===== config.mk =====
export PLATFORM = sky130hd
export DESIGN_NAME = spi_xfer_engine
export DESIGN_NICKNAME = d
export VERILOG_FILES = /design/src/rtl/spi_pkg.sv /design/src/rtl/spi_sclk_gen.sv /design/src/rtl/spi_xfer_engine.sv
export SDC_FILE = /design/constraint.sdc
export NUM_CORES = 1
export LEC_CHECK = 0
export BUFFER_PORTS_ARGS = -buffer_cell sky130_fd_sc_hd__buf_2
export CORE_UTILIZATION = 60
export DETAILED_ROUTE_END_ITERATION = 10
export PLACE_DENSITY = 0.83
export SETUP_SLACK_MARGIN = 0.5
export SYNTH_ARGS = -nofsm -noshare
export SYNTH_HDL_FRONTEND = slang
export SYNTH_SLANG_ARGS = --single-unit

===== constraint.sdc =====
create_clock -name sys_clk -period 3.03 [get_ports sys_clk]
set_input_delay 0.303 -clock sys_clk [delete_from_list [all_inputs] [get_ports sys_clk]]
set_output_delay 0.303 -clock sys_clk [all_outputs]
set_load 0.05 [all_outputs]

===== src/rtl/spi_pkg.sv =====
// Shared definitions for the SPI transfer engine: FSM encoding, default
// SPI mode constants and a constant-evaluable ceil(log2) helper.
package spi_pkg;

    // FSM state encoding
    localparam logic [2:0] ST_IDLE  = 3'd0;
    localparam logic [2:0] ST_SETUP = 3'd1;
    localparam logic [2:0] ST_SHIFT = 3'd2;
    localparam logic [2:0] ST_HOLD  = 3'd3;
    localparam logic [2:0] ST_DONE  = 3'd4;

    // Default SPI mode 0
    localparam int unsigned SPI_CPOL_DEF = 0;
    localparam int unsigned SPI_CPHA_DEF = 0;

    // Number of bits needed to hold values 0..value-1
    function automatic int unsigned clog2(input int unsigned value);
        int unsigned r;
        r = 0;
        while ((32'd1 << r) < value) begin
            r = r + 1;
        end
        return r;
    endfunction

endpackage


===== src/rtl/spi_sclk_gen.sv =====
// SCK timing generator: HALF-period divider, SCK edge counter and the
// leading/trailing edge strobes consumed by the transfer FSM.
module spi_sclk_gen
    import spi_pkg::*;
#(
    parameter int unsigned DATA_W = 8,
    parameter int unsigned HALF   = 5
) (
    input  logic sys_clk,
    input  logic sys_rst_n,
    input  logic clr_i,
    input  logic run_i,
    input  logic edge_en_i,
    output logic tick_c_o,
    output logic lead_edge_c_o,
    output logic trail_edge_c_o,
    output logic last_edge_c_o
);

    localparam int unsigned HALF_W = clog2(HALF);
    localparam int unsigned EDGE_W = clog2(2 * DATA_W + 1);
    localparam logic [HALF_W-1:0] HALF_MAX  = HALF_W'(HALF - 1);
    localparam logic [EDGE_W-1:0] EDGE_LAST = EDGE_W'(2 * DATA_W - 1);

    logic [HALF_W-1:0] half_q, half_d;
    logic [EDGE_W-1:0] edge_q, edge_d;

    // The accept cycle counts as the first divider tick, hence the load of 1
    assign tick_c_o       = run_i && (half_q == HALF_MAX);
    assign lead_edge_c_o  = tick_c_o && edge_en_i && !edge_q[0];
    assign trail_edge_c_o = tick_c_o && edge_en_i && edge_q[0];
    assign last_edge_c_o  = (edge_q == EDGE_LAST);

    // Divider and edge counter next-state
    always_comb begin
        half_d = half_q;
        edge_d = edge_q;
        if (clr_i) begin
            half_d = HALF_W'(1);
            edge_d = '0;
        end else if (run_i) begin
            half_d = tick_c_o ? '0 : half_q + HALF_W'(1);
            if (tick_c_o && edge_en_i) begin
                edge_d = edge_q + EDGE_W'(1);
            end
        end else begin
            half_d = '0;
        end
    end

    // Counter registers
    always_ff @(posedge sys_clk or negedge sys_rst_n) begin
        if (!sys_rst_n) begin
            half_q <= '0;
            edge_q <= '0;
        end else begin
            half_q <= half_d;
            edge_q <= edge_d;
        end
    end

endmodule


===== src/rtl/spi_xfer_engine.sv =====
// Full-duplex SPI master shift engine. Shifts tx_data out on spi_mosi while
// capturing spi_miso into rx_data. Optional macro SPI_CS_CTRL_EN adds the
// spi_cs_n output and a SETUP phase of one SCK half-period before the first edge.
module spi_xfer_engine
    import spi_pkg::*;
#(
    parameter int unsigned DATA_W    = 8,
    parameter int unsigned HALF      = 5,
    parameter int unsigned CPOL      = SPI_CPOL_DEF,
    parameter int unsigned CPHA      = SPI_CPHA_DEF,
    parameter int unsigned MSB_FIRST = 1
) (
    input  logic              sys_clk,
    input  logic              sys_rst_n,
    input  logic              start,
    input  logic [DATA_W-1:0] tx_data,
    output logic              busy,
    output logic              done,
    output logic [DATA_W-1:0] rx_data,
    output logic              spi_sclk,
    output logic              spi_mosi,
    input  logic              spi_miso
`ifdef SPI_CS_CTRL_EN
    ,
    output logic              spi_cs_n
`endif
);

    logic [2:0]        state_q, state_d;
    logic [DATA_W-1:0] tx_sh_q, tx_sh_d;
    logic [DATA_W-1:0] rx_sh_q, rx_sh_d;
    logic [DATA_W-1:0] rx_q, rx_d;
    logic              busy_q, busy_d;
    logic              done_q, done_d;
    logic              sclk_q, sclk_d;
    logic              mosi_q, mosi_d;
`ifdef SPI_CS_CTRL_EN
    logic              cs_n_q, cs_n_d;
`endif

    logic accept_c, run_c, edge_en_c;
    logic tick_c, lead_c, trail_c, last_c;
    logic present_c, sample_c;

    // Bit presented on the wire for the current bit order
    function automatic logic head_bit(input logic [DATA_W-1:0] v);
        return (MSB_FIRST != 0) ? v[DATA_W-1] : v[0];
    endfunction

    // Drop the presented bit
    function automatic logic [DATA_W-1:0] shift_out(input logic [DATA_W-1:0] v);
        return (MSB_FIRST != 0) ? {v[DATA_W-2:0], 1'b0} : {1'b0, v[DATA_W-1:1]};
    endfunction

    assign accept_c  = (state_q == ST_IDLE) && start;
    assign run_c     = (state_q == ST_SETUP) || (state_q == ST_SHIFT) || (state_q == ST_HOLD);
    assign edge_en_c = (state_q == ST_SHIFT);

    // CPHA=0 presents on trailing edges (never after the final one); CPHA=1 on leading
    assign present_c = (CPHA == 0) ? (trail_c && !last_c) : lead_c;
    assign sample_c  = (CPHA == 0) ? lead_c : trail_c;

    spi_sclk_gen #(
        .DATA_W (DATA_W),
        .HALF   (HALF)
    ) u_sclk_gen (
        .sys_clk        (sys_clk),
        .sys_rst_n      (sys_rst_n),
        .clr_i          (accept_c),
        .run_i          (run_c),
        .edge_en_i      (edge_en_c),
        .tick_c_o       (tick_c),
        .lead_edge_c_o  (lead_c),
        .trail_edge_c_o (trail_c),
        .last_edge_c_o  (last_c)
    );

    // Transfer FSM, shift registers and pin drivers: next-state
    always_comb begin
        state_d = state_q;
        tx_sh_d = tx_sh_q;
        rx_sh_d = rx_sh_q;
        rx_d    = rx_q;
        busy_d  = busy_q;
        done_d  = 1'b0;
        sclk_d  = sclk_q;
        mosi_d  = mosi_q;
`ifdef SPI_CS_CTRL_EN
        cs_n_d  = cs_n_q;
`endif

        if (lead_c || trail_c) begin
            sclk_d = ~sclk_q;
        end
        if (present_c) begin
            mosi_d  = (CPHA == 0) ? head_bit(shift_out(tx_sh_q)) : head_bit(tx_sh_q);
            tx_sh_d = shift_out(tx_sh_q);
        end
        if (sample_c) begin
            rx_sh_d = (MSB_FIRST != 0) ? {rx_sh_q[DATA_W-2:0], spi_miso}
                                       : {spi_miso, rx_sh_q[DATA_W-1:1]};
        end

        case (state_q)
            ST_IDLE: begin
                if (accept_c) begin
                    busy_d  = 1'b1;
                    tx_sh_d = tx_data;
                    rx_sh_d = '0;
                    mosi_d  = (CPHA == 0) ? head_bit(tx_data) : 1'b0;
`ifdef SPI_CS_CTRL_EN
                    cs_n_d  = 1'b0;
                    state_d = ST_SETUP;
`else
                    state_d = ST_SHIFT;
`endif
                end
            end
            ST_SETUP: begin
                if (tick_c) begin
                    state_d = ST_SHIFT;
                end
            end
            ST_SHIFT: begin
                if (trail_c && last_c) begin
                    state_d = ST_HOLD;
                end
            end
            ST_HOLD: begin
                if (tick_c) begin
                    state_d = ST_DONE;
                    done_d  = 1'b1;
                    rx_d    = rx_sh_q;
                end
            end
            ST_DONE: begin
                state_d = ST_IDLE;
                busy_d  = 1'b0;
                mosi_d  = 1'b0;
`ifdef SPI_CS_CTRL_EN
                cs_n_d  = 1'b1;
`endif
            end
            default: begin
                state_d = ST_IDLE;
            end
        endcase
    end

    // State and output registers
    always_ff @(posedge sys_clk or negedge sys_rst_n) begin
        if (!sys_rst_n) begin
            state_q <= ST_IDLE;
            tx_sh_q <= '0;
            rx_sh_q <= '0;
            rx_q    <= '0;
            busy_q  <= 1'b0;
            done_q  <= 1'b0;
            sclk_q  <= 1'(CPOL);
            mosi_q  <= 1'b0;
`ifdef SPI_CS_CTRL_EN
            cs_n_q  <= 1'b1;
`endif
        end else begin
            state_q <= state_d;
            tx_sh_q <= tx_sh_d;
            rx_sh_q <= rx_sh_d;
            rx_q    <= rx_d;
            busy_q  <= busy_d;
            done_q  <= done_d;
            sclk_q  <= sclk_d;
            mosi_q  <= mosi_d;
`ifdef SPI_CS_CTRL_EN
            cs_n_q  <= cs_n_d;
`endif
        end
    end

    assign busy     = busy_q;
    assign done     = done_q;
    assign rx_data  = rx_q;
    assign spi_sclk = sclk_q;
    assign spi_mosi = mosi_q;
`ifdef SPI_CS_CTRL_EN
    assign spi_cs_n = cs_n_q;
`endif

endmodule

* Yosys cells after proc, flatten, opt, wreduce, memory -nomap -nowiden *
Cells that the tools add are included.

storage, ports and cells
  register bits = 39
  bits of input ports = 12
  output and inout bits = 12
  logic and storage cells = 67

operators by class
  add/sub/neg operators = 2
  equal/unequal tests = 10
  muxes and demuxes = 24
  bitwise operators = 1
  reductions and logical operators = 20

operator list
  operator               count
  $mux W8                6
  $mux W3                7
  $mux W5                3
  $pmux W3 S4            1
  $logic_and A1 B1 Y1    7
  $eq A3 B2 Y1 const B   2
  $eq A3 B3 Y1 const B   2
  $reduce_and A2 Y1      3
  $reduce_bool A2 Y1     3
  $add A5 B1 Y5 const B  1
  $eq A5 B4 Y1 const B   1
  $mux W1                5
  $ne A2 B1 Y1 const B   2
  $ne A2 B2 Y1 const B   2
  $pmux W1 S2            2
  $reduce_and A4 Y1      1
  $add A3 B1 Y3 const B  1
  $eq A3 B1 Y1 const B   1
  $logic_not A3 Y1       1
  $logic_or A1 B1 Y1     3
  $logic_not A1 Y1       2
  $not A1 Y1             1

* Logic depth before layout (Yosys ltp) *
Gate-level depths: netlist of the first run.

  depth in word-level cells = 10
  gate-level depth with buffers = 7
  gate-level depth less buffers = 6

* By module *
From an unflattened synthesis of the first run, not the netlist that was laid out.

second synthesis, totals
  cell total of the unflattened synthesis = 146
  area total of the unflattened synthesis = 1750.4 µm²

by module, submodules not included
  module           instances  cells an instance  area each (µm²)
  spi_xfer_engine  1          102                1308.8
  spi_sclk_gen     1          44                 441.7

* Worst setup path before layout of the first run *
No wires, ideal clock.

  path kind = reg-to-reg
  start point = register u_sclk_gen.edge_q[0]
  end point = register tx_sh_q[3]
  data arrival time = 1.884 ns
  setup slack = 1.073 ns
  cell stages (with the launch flop) = 8
  buffers on the path = 1
  path through = dfrtp_1 ha_1 and3_1 ha_1 or3b_4 buf_2 o31a_1 a21oi_2

on the way
  word-level cells in the longest chain between the ends = 6
  elaborated cells on any way between the ends = 7

RTL lines
  item                      line                    source
  start: declaration        spi_sclk_gen.sv:26      logic [EDGE_W-1:0] edge_q, edge_d;
  start signal: assignment  spi_sclk_gen.sv:58      edge_q <= edge_d;
  $eq A5 B4 Y1              spi_sclk_gen.sv:32      assign last_edge_c_o = (edge_q == EDGE_LAST);
  $logic_not A1 Y1          spi_xfer_engine.sv:60   assign present_c = (CPHA == 0) ? (trail_c && !last_c) : lead_c;
  $logic_and A1 B1 Y1 *     spi_xfer_engine.sv:60
  $mux W8 *                 spi_xfer_engine.sv:95   if (present_c) begin
  $mux W8                   spi_xfer_engine.sv:106  if (accept_c) begin
  $mux W8 *                 spi_xfer_engine.sv:104  case (state_q)
  via tx_sh_d[3]            spi_xfer_engine.sv:30   logic [DATA_W-1:0] tx_sh_q, tx_sh_d;
  end signal: assignment    spi_xfer_engine.sv:166  tx_sh_q <= tx_sh_d;
  end: declaration          spi_xfer_engine.sv:30

Mark *: on every way through the listed nets, which the timed path passes. The rest lies on a longest branch.
A chain may end at the register's enable or synchronous reset.

* Worst setup path after layout of the first run *
  start point = register u_sclk_gen.edge_q[0]
  end point = register tx_sh_q[2]

The elaborated chain is that of the path after synthesis.

==> impl_results.md, run 1 <==
* H-tree levels at 2
* Hold Vio Cnt, Final at 0
* Wire length per cell at 14.3 um
* FF-to-FF Start: u_sclk_gen.edge_q[0]
* CTS Hold Bufs at 0
* Port Buf Inserts at 23
* RSZ-0062 raised after global routing: false
* Total GRT Usage at 0.220
* Vias per cell at 5.80
* Global placement routability congestion at 0.840
* Die Ht at 56.7 um
* CTS Root Cell: clkbuf_4
* Hold Crit Class: in -> async
* Slowest stage delay, CP at 0.46 ns
* Critical path launch point type: flip-flop
* Slew @ Worst Pin at 0.815 ns
* Slowest stage cell, crit path: or3b_4
* Static Leak at 0.00102 uW
* Max Freq at 0.472 GHz
* Relative slew margins at 0.457
* Post-synthesis register bit count at 38
* Number of synthesized flops with an enable pin at 0
* Power Dens Cells at 755 mW/mm2
* DR vias at 1252
* CP Data Arrival Time at 2.38 ns
* R2r endpoint: tx_sh_q[2]
* TritonCTS clock tree: built
* Cells after Synth at 165
* Setup CP Type: reg -> reg
* Core Rows at 19
* Postcts setup bufs at 0
* Register area share after synthesis at 0.529
* Routed Antenna Nets at 0
* Flop2flop setup slack at 0.91 ns
* Vias in the first global route at 1245
* Gate power share at 0.323
* CP Capture Type: flip-flop
* Largest net degree at the start of global routing at 39
* Failing checks: design-rule violations
* Post-Syn Area at 0.00180 mm2
* Most Frequent Cell on Critical Path: ha_1
* Post-synth ARST share at 1.00
* Tcrit/Tclk final at 0.699
* CTS clk-pin slew, worst paths at 0.11 ns
* Layout cells sized above 1 at 0.200
* Psw at 537 uW
* Worst path cell trace: ha_1, and3_1, ha_1, or3b_4, or3_1, a31oi_1
* Reg2Reg Depth at 6
* Detailed router's first-iteration violation count at 46
* Final Util at 0.690
* First-pass GRT wire length at 5380 um
* MaxCap Viol Count at 0
* Hpwl dp at 2160 um
* Syn Nets at 181
* Sw frac at 0.367
* Die X at 56.7 um
* Syn-to-layout area delta at 7.73%
* Clock Power Share at 0.164
* Worst slack, placed at 0.912 ns
* Initial Utilization at 0.640
* # clock sinks at 38
* Top FF cell, synth: dfrtp_1
* Synth warn at 0
* Clock period minus worst slack at 2.12 ns
* Peak VDD IR at 0.415 mV
* Setup TNS at 0 ns
* DR pass1 iterations at 7
* Setup Skew at 0.00774 ns
* Sequential fraction of design power at 0.513
* Initial antenna violation count at 0
* CTS Buf Count at 5
* Skew-Pair Late Insertion Delay at 0.34 ns
* Pins Over Slew Limit at 0
* Number of I/O pins at 24
* Grt total ovfl at 0
* CTS resizes at 0
* Antenna cells at 0
* Final WL at 3100 um
* Status: finished, violations left
* Setup-failing EPs final at 0
* Nets at 201
* Average size of a mapped cell at 10.9 um2
* Core area at 0.00281 mm2
* Largest fanout on the critical path at 14
* Die Footprint at 0.00322 mm2
* Synth unique cells at 35
* Clk buf depth at 2
* DRC viols at 5
* Final setup margin at 0.913 ns
* Data required, critical path at 3.29 ns
* Internal power at 925 uW
layout make-up:
cell class	instances	area, um2
Clock inverter	2	10.0
Clock buffer	5	37.5
Tap cell	31	38.8
Sequential cell	38	951
Fill cell	227	870
Timing Repair Buffer	23	115
Inverter	14	52.6
Multi-Input combinational cell	103	731
stage by stage:
| step | hold WS (ns) | instance area [um2] | power [uW] | std cells |
|---|---|---|---|---|
| global placement | 0.430 | 1890 | 1190 | 209 |
| detailed placement | 0.443 | 1890 | 1240 | 209 |
| CTS | 0.0621 | 1940 | 1480 | 216 |
| global route | 0.111 | 1940 | 1560 | 216 |
| finish | 0.0436 | 1940 | 1460 | 216 |
| floorplan | 0.00741 | 1800 | 1110 | 165 |
worst max path at each step:
stage	startpoint	endpoint	slack (ns)	depth (start not counted)
2_1_floorplan	u_sclk_gen.edge_q[0]	tx_sh_q[3]	1.07	7
3_3_place_gp	u_sclk_gen.edge_q[0]	tx_sh_q[2]	1.04	6
3_5_place_dp	u_sclk_gen.edge_q[0]	tx_sh_q[6]	0.91	6
4_1_cts	u_sclk_gen.edge_q[0]	tx_sh_q[6]	0.91	6
5_1_grt	u_sclk_gen.edge_q[0]	tx_sh_q[2]	0.81	6
6_report	u_sclk_gen.edge_q[0]	tx_sh_q[2]	0.91	6
cell usage after synthesis, drive strengths merged, types with 3 or more instances:
| cell | instances | area, um2 |
|---|---|---|
| mux2 | 8 | 90.1 |
| mux2i | 10 | 100 |
| a21oi | 12 | 67.6 |
| inv | 14 | 52.6 |
| nand2 | 15 | 58.8 |
| nand3 | 4 | 20.0 |
| ha | 4 | 50.1 |
| o31a | 4 | 35.0 |
| o21ai | 12 | 60.1 |
| nor3 | 3 | 15.0 |
| nor2 | 8 | 30.0 |
| or3 | 4 | 25.0 |
| buf | 8 | 55.1 |
| dfrtp | 38 | 951 |
power groups by stage:
stage	registers (uW)	clock network [uW]	logic, uW
3_3_place_gp	749	0	445
4_1_cts	750	250	477
3_5_place_dp	759	0	476
2_1_floorplan	787	0	326
5_1_grt	767	265	531
6_report	750	240	472
flip-flops by register name (all words and copies together) (netlist names):
register,count
busy,1
tx_sh_q,7
u_sclk_gen.edge_q,5
state_q,3
u_sclk_gen.half_q,3
done,1
spi_mosi,1
spi_sclk,1
rx_sh_q,8
rx_data,8
critical path, delay by kind of cell, from the launching register on:
family,cells,cell delay (ns)
compound gates,1,0.16
fa+ha+maj,2,0.46
flops,1,0.45
simple gates,3,0.98
layout by cell type, fill, tap and decap left out, types with 2 or more instances in the layout:
cell type / instances
a211oi_1: 2
a21oi_1: 10
a21oi_2: 2
a31oi_1: 2
buf_2: 23
clkbuf_4: 5
clkinv_2: 2
dfrtp_1: 38
ha_1: 4
inv_1: 14
mux2_1: 8
mux2i_1: 10
nand2_1: 14
nand3_1: 4
nor2_1: 8
nor3_1: 3
nor3b_1: 2
o21ai_0: 9
o21ai_1: 3
o31a_1: 4
or3_1: 4
xor2_1: 2
metal layers:
metal | routed length, um | share of wire | vias up | global-route usage
met5 | 0 | 0 | - | 0
met2 | 1530 | 0.49 | 22 | 0.357
met4 | 37 | 0.012 | 0 | 0.0893
li1 | - | - | 610 | -
met3 | 103 | 0.033 | 5 | 0.0645
met1 | 1430 | 0.46 | 615 | 0.276
cells by family after synthesis:
| group | Yosys count | share of synthesized area |
|---|---|---|
| AND/OR/NAND/NOR | 44 | 0.145 |
| flip-flops | 38 | 0.529 |
| AO/OA/AOI/OAI | 35 | 0.118 |
| buffers and inverters | 24 | 0.0641 |
| multiplexers | 18 | 0.106 |
| adder cells (fa/ha/maj) | 4 | 0.0279 |
| XOR/XNOR | 2 | 0.00975 |
No activity file was read; power rests on OpenSTA's default activity.
==> inputs of run 2 (changes only) <==
- ABC_AREA: unset -> 1
- CORE_UTILIZATION: 60 -> 51
- PLACE_DENSITY: 0.83 -> 0.75
- clock period: 3.03 -> 1.9 ns (I/O delays scaled with it)
==> run 2 against run 1 <==
The run now ends clean. Clock skew fell by 0.0043 ns. Critical path depth up 3. Die area grew 18%. Largest power group unchanged. Sequential power is 8.8% higher. Sequential cell count unchanged. Synthesized cell count is 18% higher. Setup slack lost 0.51 ns.
==> impl_results.md, run 2 <==
* DR vias at 1446
* Setup TNS at 0 ns
* Synth area leader: dfrtp_1
* Hold Path Sink: tx_sh_q[2]
* Layout cells sized above 1 at 0.381
* Wire length per cell at 12.9 um
* TritonCTS clock tree: built
* Setup CP Type: reg -> reg
* Hpwl dp at 2210 um
* Cells after Synth at 195
* CP Capture Type: flip-flop
* Vias per cell at 4.99
* Hold path depth at 3
* Reg2Reg Depth at 9
* Hold wc startpoint: tx_data[2]
* Largest fanout on the critical path at 7
* Number of I/O pins at 24
* Global placement routability congestion at 0.808
* Most frequent cells in the layout: nand2_1, dfrtp_1, inv_1
* RSZ-0062 raised after global routing: true
* Slew @ Worst Pin at 0.400 ns
* Most Frequent Cell on Critical Path: nand2_1
* CP Data Arrival Time at 1.75 ns
* Syn-to-layout area delta at 28.0%
* R2r endpoint: state_q[1]
* Final Util at 0.689
* Worst hold slack at 0.0358 ns
* Final WL at 3750 um
* Port Buf Inserts at 23
* Antenna cells at 0
* H-tree levels at 2
* # clock sinks at 38
* Post-Syn Area at 0.00181 mm2
* First-pass GRT wire length at 5720 um
* Synth area leaders: dfrtp_1, nand2_1, inv_1
* Initial Utilization at 0.539
* CTS Root Cell: clkbuf_4
* Number of synthesized flops with an enable pin at 0
* Tcrit/Tclk final at 0.791
* Critical path launch point type: flip-flop
* Grt total ovfl at 0
* Top FF cell, synth: dfrtp_1
* Total GRT Usage at 0.215
* Flop2flop setup slack at 0.40 ns
* Status: completed
* Static Leak at 0.00118 uW
* Post-synthesis register bit count at 38
* Power Dens Cells at 610 mW/mm2
* Data required, critical path at 2.14 ns
* Nets at 260
* Routed Antenna Nets at 0
* MaxCap Viol Count at 0
* Initial antenna violation count at 0
* Register area share after synthesis at 0.525
* Hold Vio Cnt, Final at 0
* CTS clk-pin slew, worst paths at 0.10 ns
* Post-synth ARST share at 1.00
* Slowest stage delay, CP at 0.40 ns
* Detailed router's first-iteration violation count at 93
* Core Rows at 21
* Relative slew margins at 0.732
* Finished Cell Area at 0.00232 mm2
* FF-to-FF Start: u_sclk_gen.edge_q[1]
* Top cells by count, synth: nand2_1, dfrtp_1, inv_1
* Clk buf depth at 2
* Vias in the first global route at 1239
* Clock period minus worst slack at 1.50 ns
* CTS Buf Count at 5
* Die X at 61.6 um
* Total Power at 1410 uW
* Max Freq at 0.666 GHz
* Synth unique cells at 27
* Setup Skew at 0.00349 ns
* Largest net degree at the start of global routing at 21
* Dominant cell by count in the synthesized netlist: nand2_1
* Placed Area at 0.00199 mm2
* Skew-Pair Late Insertion Delay at 0.34 ns
* Syn Nets at 211
* Core area at 0.00336 mm2
* Worst path cell trace: ha_4, nand2_4, nor2_4, ha_4, inv_8, o31ai_4, nand2_1, nand2_1, nand2_1
* Pins Over Slew Limit at 0
* Synth warn at 0
* Hold Crit Class: in -> reg
* Peak VDD IR at 0.489 mV
* Setup-failing EPs final at 0
* DR pass1 iterations at 4
* Post-synth top area share at 0.525
* Commonest non-fill, non-tap cell in the layout: nand2_1
* Die Ht at 61.6 um
* Fillers at 261
* Slowest stage cell, crit path: dfrtp_1
* Average size of a mapped cell at 9.29 um2
* Die Footprint at 0.00379 mm2
* DRC viols at 0
run 2: cell types whose count changed after synthesis, moves of 5 or more:
cell and delta:
o21ai_2 +9, nand2_1 +29, inv_1 +13, buf_2 -5, mux2i_1 -10, mux2_1 -8
nand3_1 +12
run 2: worst max-delay path: cells and delay by family (launching register included):
kind                     cells  cell delay, ns
buffers and inverters        1            0.05
AND/OR/NAND/NOR              5            0.39
flip-flops                   1            0.40
AO/OA/AOI/OAI                1            0.22
adder cells (fa/ha/maj)      2            0.34
run 2: where the power goes:
group          switching (uW)  internal [uW]  leakage, uW
logic                    24.4           14.4     0.000641
clock network             253            306    0.0000443
registers                2.39            814     0.000497
run 2: routing by layer:
metal,part of all wire,track usage,vias to the layer above
met5,0,0,-
met4,0.018,0.0667,0
met3,0.046,0.0693,8
met2,0.51,0.347,31
met1,0.42,0.277,684
li1,-,-,723
run 2: what timing repair did:
| action | 4_1_cts | 5_1_grt |
|---|---|---|
| hold buffers | 1 | 0 |
| endpoints found under the setup margin | 30 | 31 |
| pin swaps | 14 | 11 |
| buffers inserted | 13 | 6 |
| endpoints found under the hold margin | 16 | 0 |
| gates resized for setup | 16 | 12 |
run 2: worst max path at each step:
stage                               from          to  slack, ns  cells past startpoint
CTS                 u_sclk_gen.edge_q[1]  state_q[1]       0.43                      9
global placement    u_sclk_gen.edge_q[0]  state_q[1]       0.34                      9
detailed placement  u_sclk_gen.edge_q[0]  state_q[1]       0.27                      9
floorplan           u_sclk_gen.edge_q[0]  state_q[1]       0.38                      9
finish              u_sclk_gen.edge_q[1]  state_q[1]       0.40                      9
global route        u_sclk_gen.edge_q[1]  state_q[1]       0.33                      9
run 2: logic make-up (layout without fill, tap and decap cells):
family,Yosys count,in the layout,synth area share
buffers and inverters,35,84,0.0870
xor gates and xnor gates,3,3,0.0145
DFF,38,38,0.525
adders and majority gates,4,4,0.0276
AOI/OAI and AO/OA,35,35,0.120
and+or+nand+nor,80,80,0.226
run 2: final cells by class:
class	count	area [um2]	share of cell area
clock inverter	1	30.0	0.0130
clock buffer	6	51.3	0.0221
timing repair buffer	46	298	0.128
tap	46	57.6	0.0248
inverter	31	129	0.0556
multi-input combinational	122	800	0.345
sequential	38	953	0.411
run 2: metrics by stage:
step,std cells,worst slack [ns]
6_report,290,0.398
5_1_grt,290,0.328
4_1_cts,284,0.428
3_5_place_dp,263,0.268
3_3_place_gp,263,0.338
2_1_floorplan,195,0.383
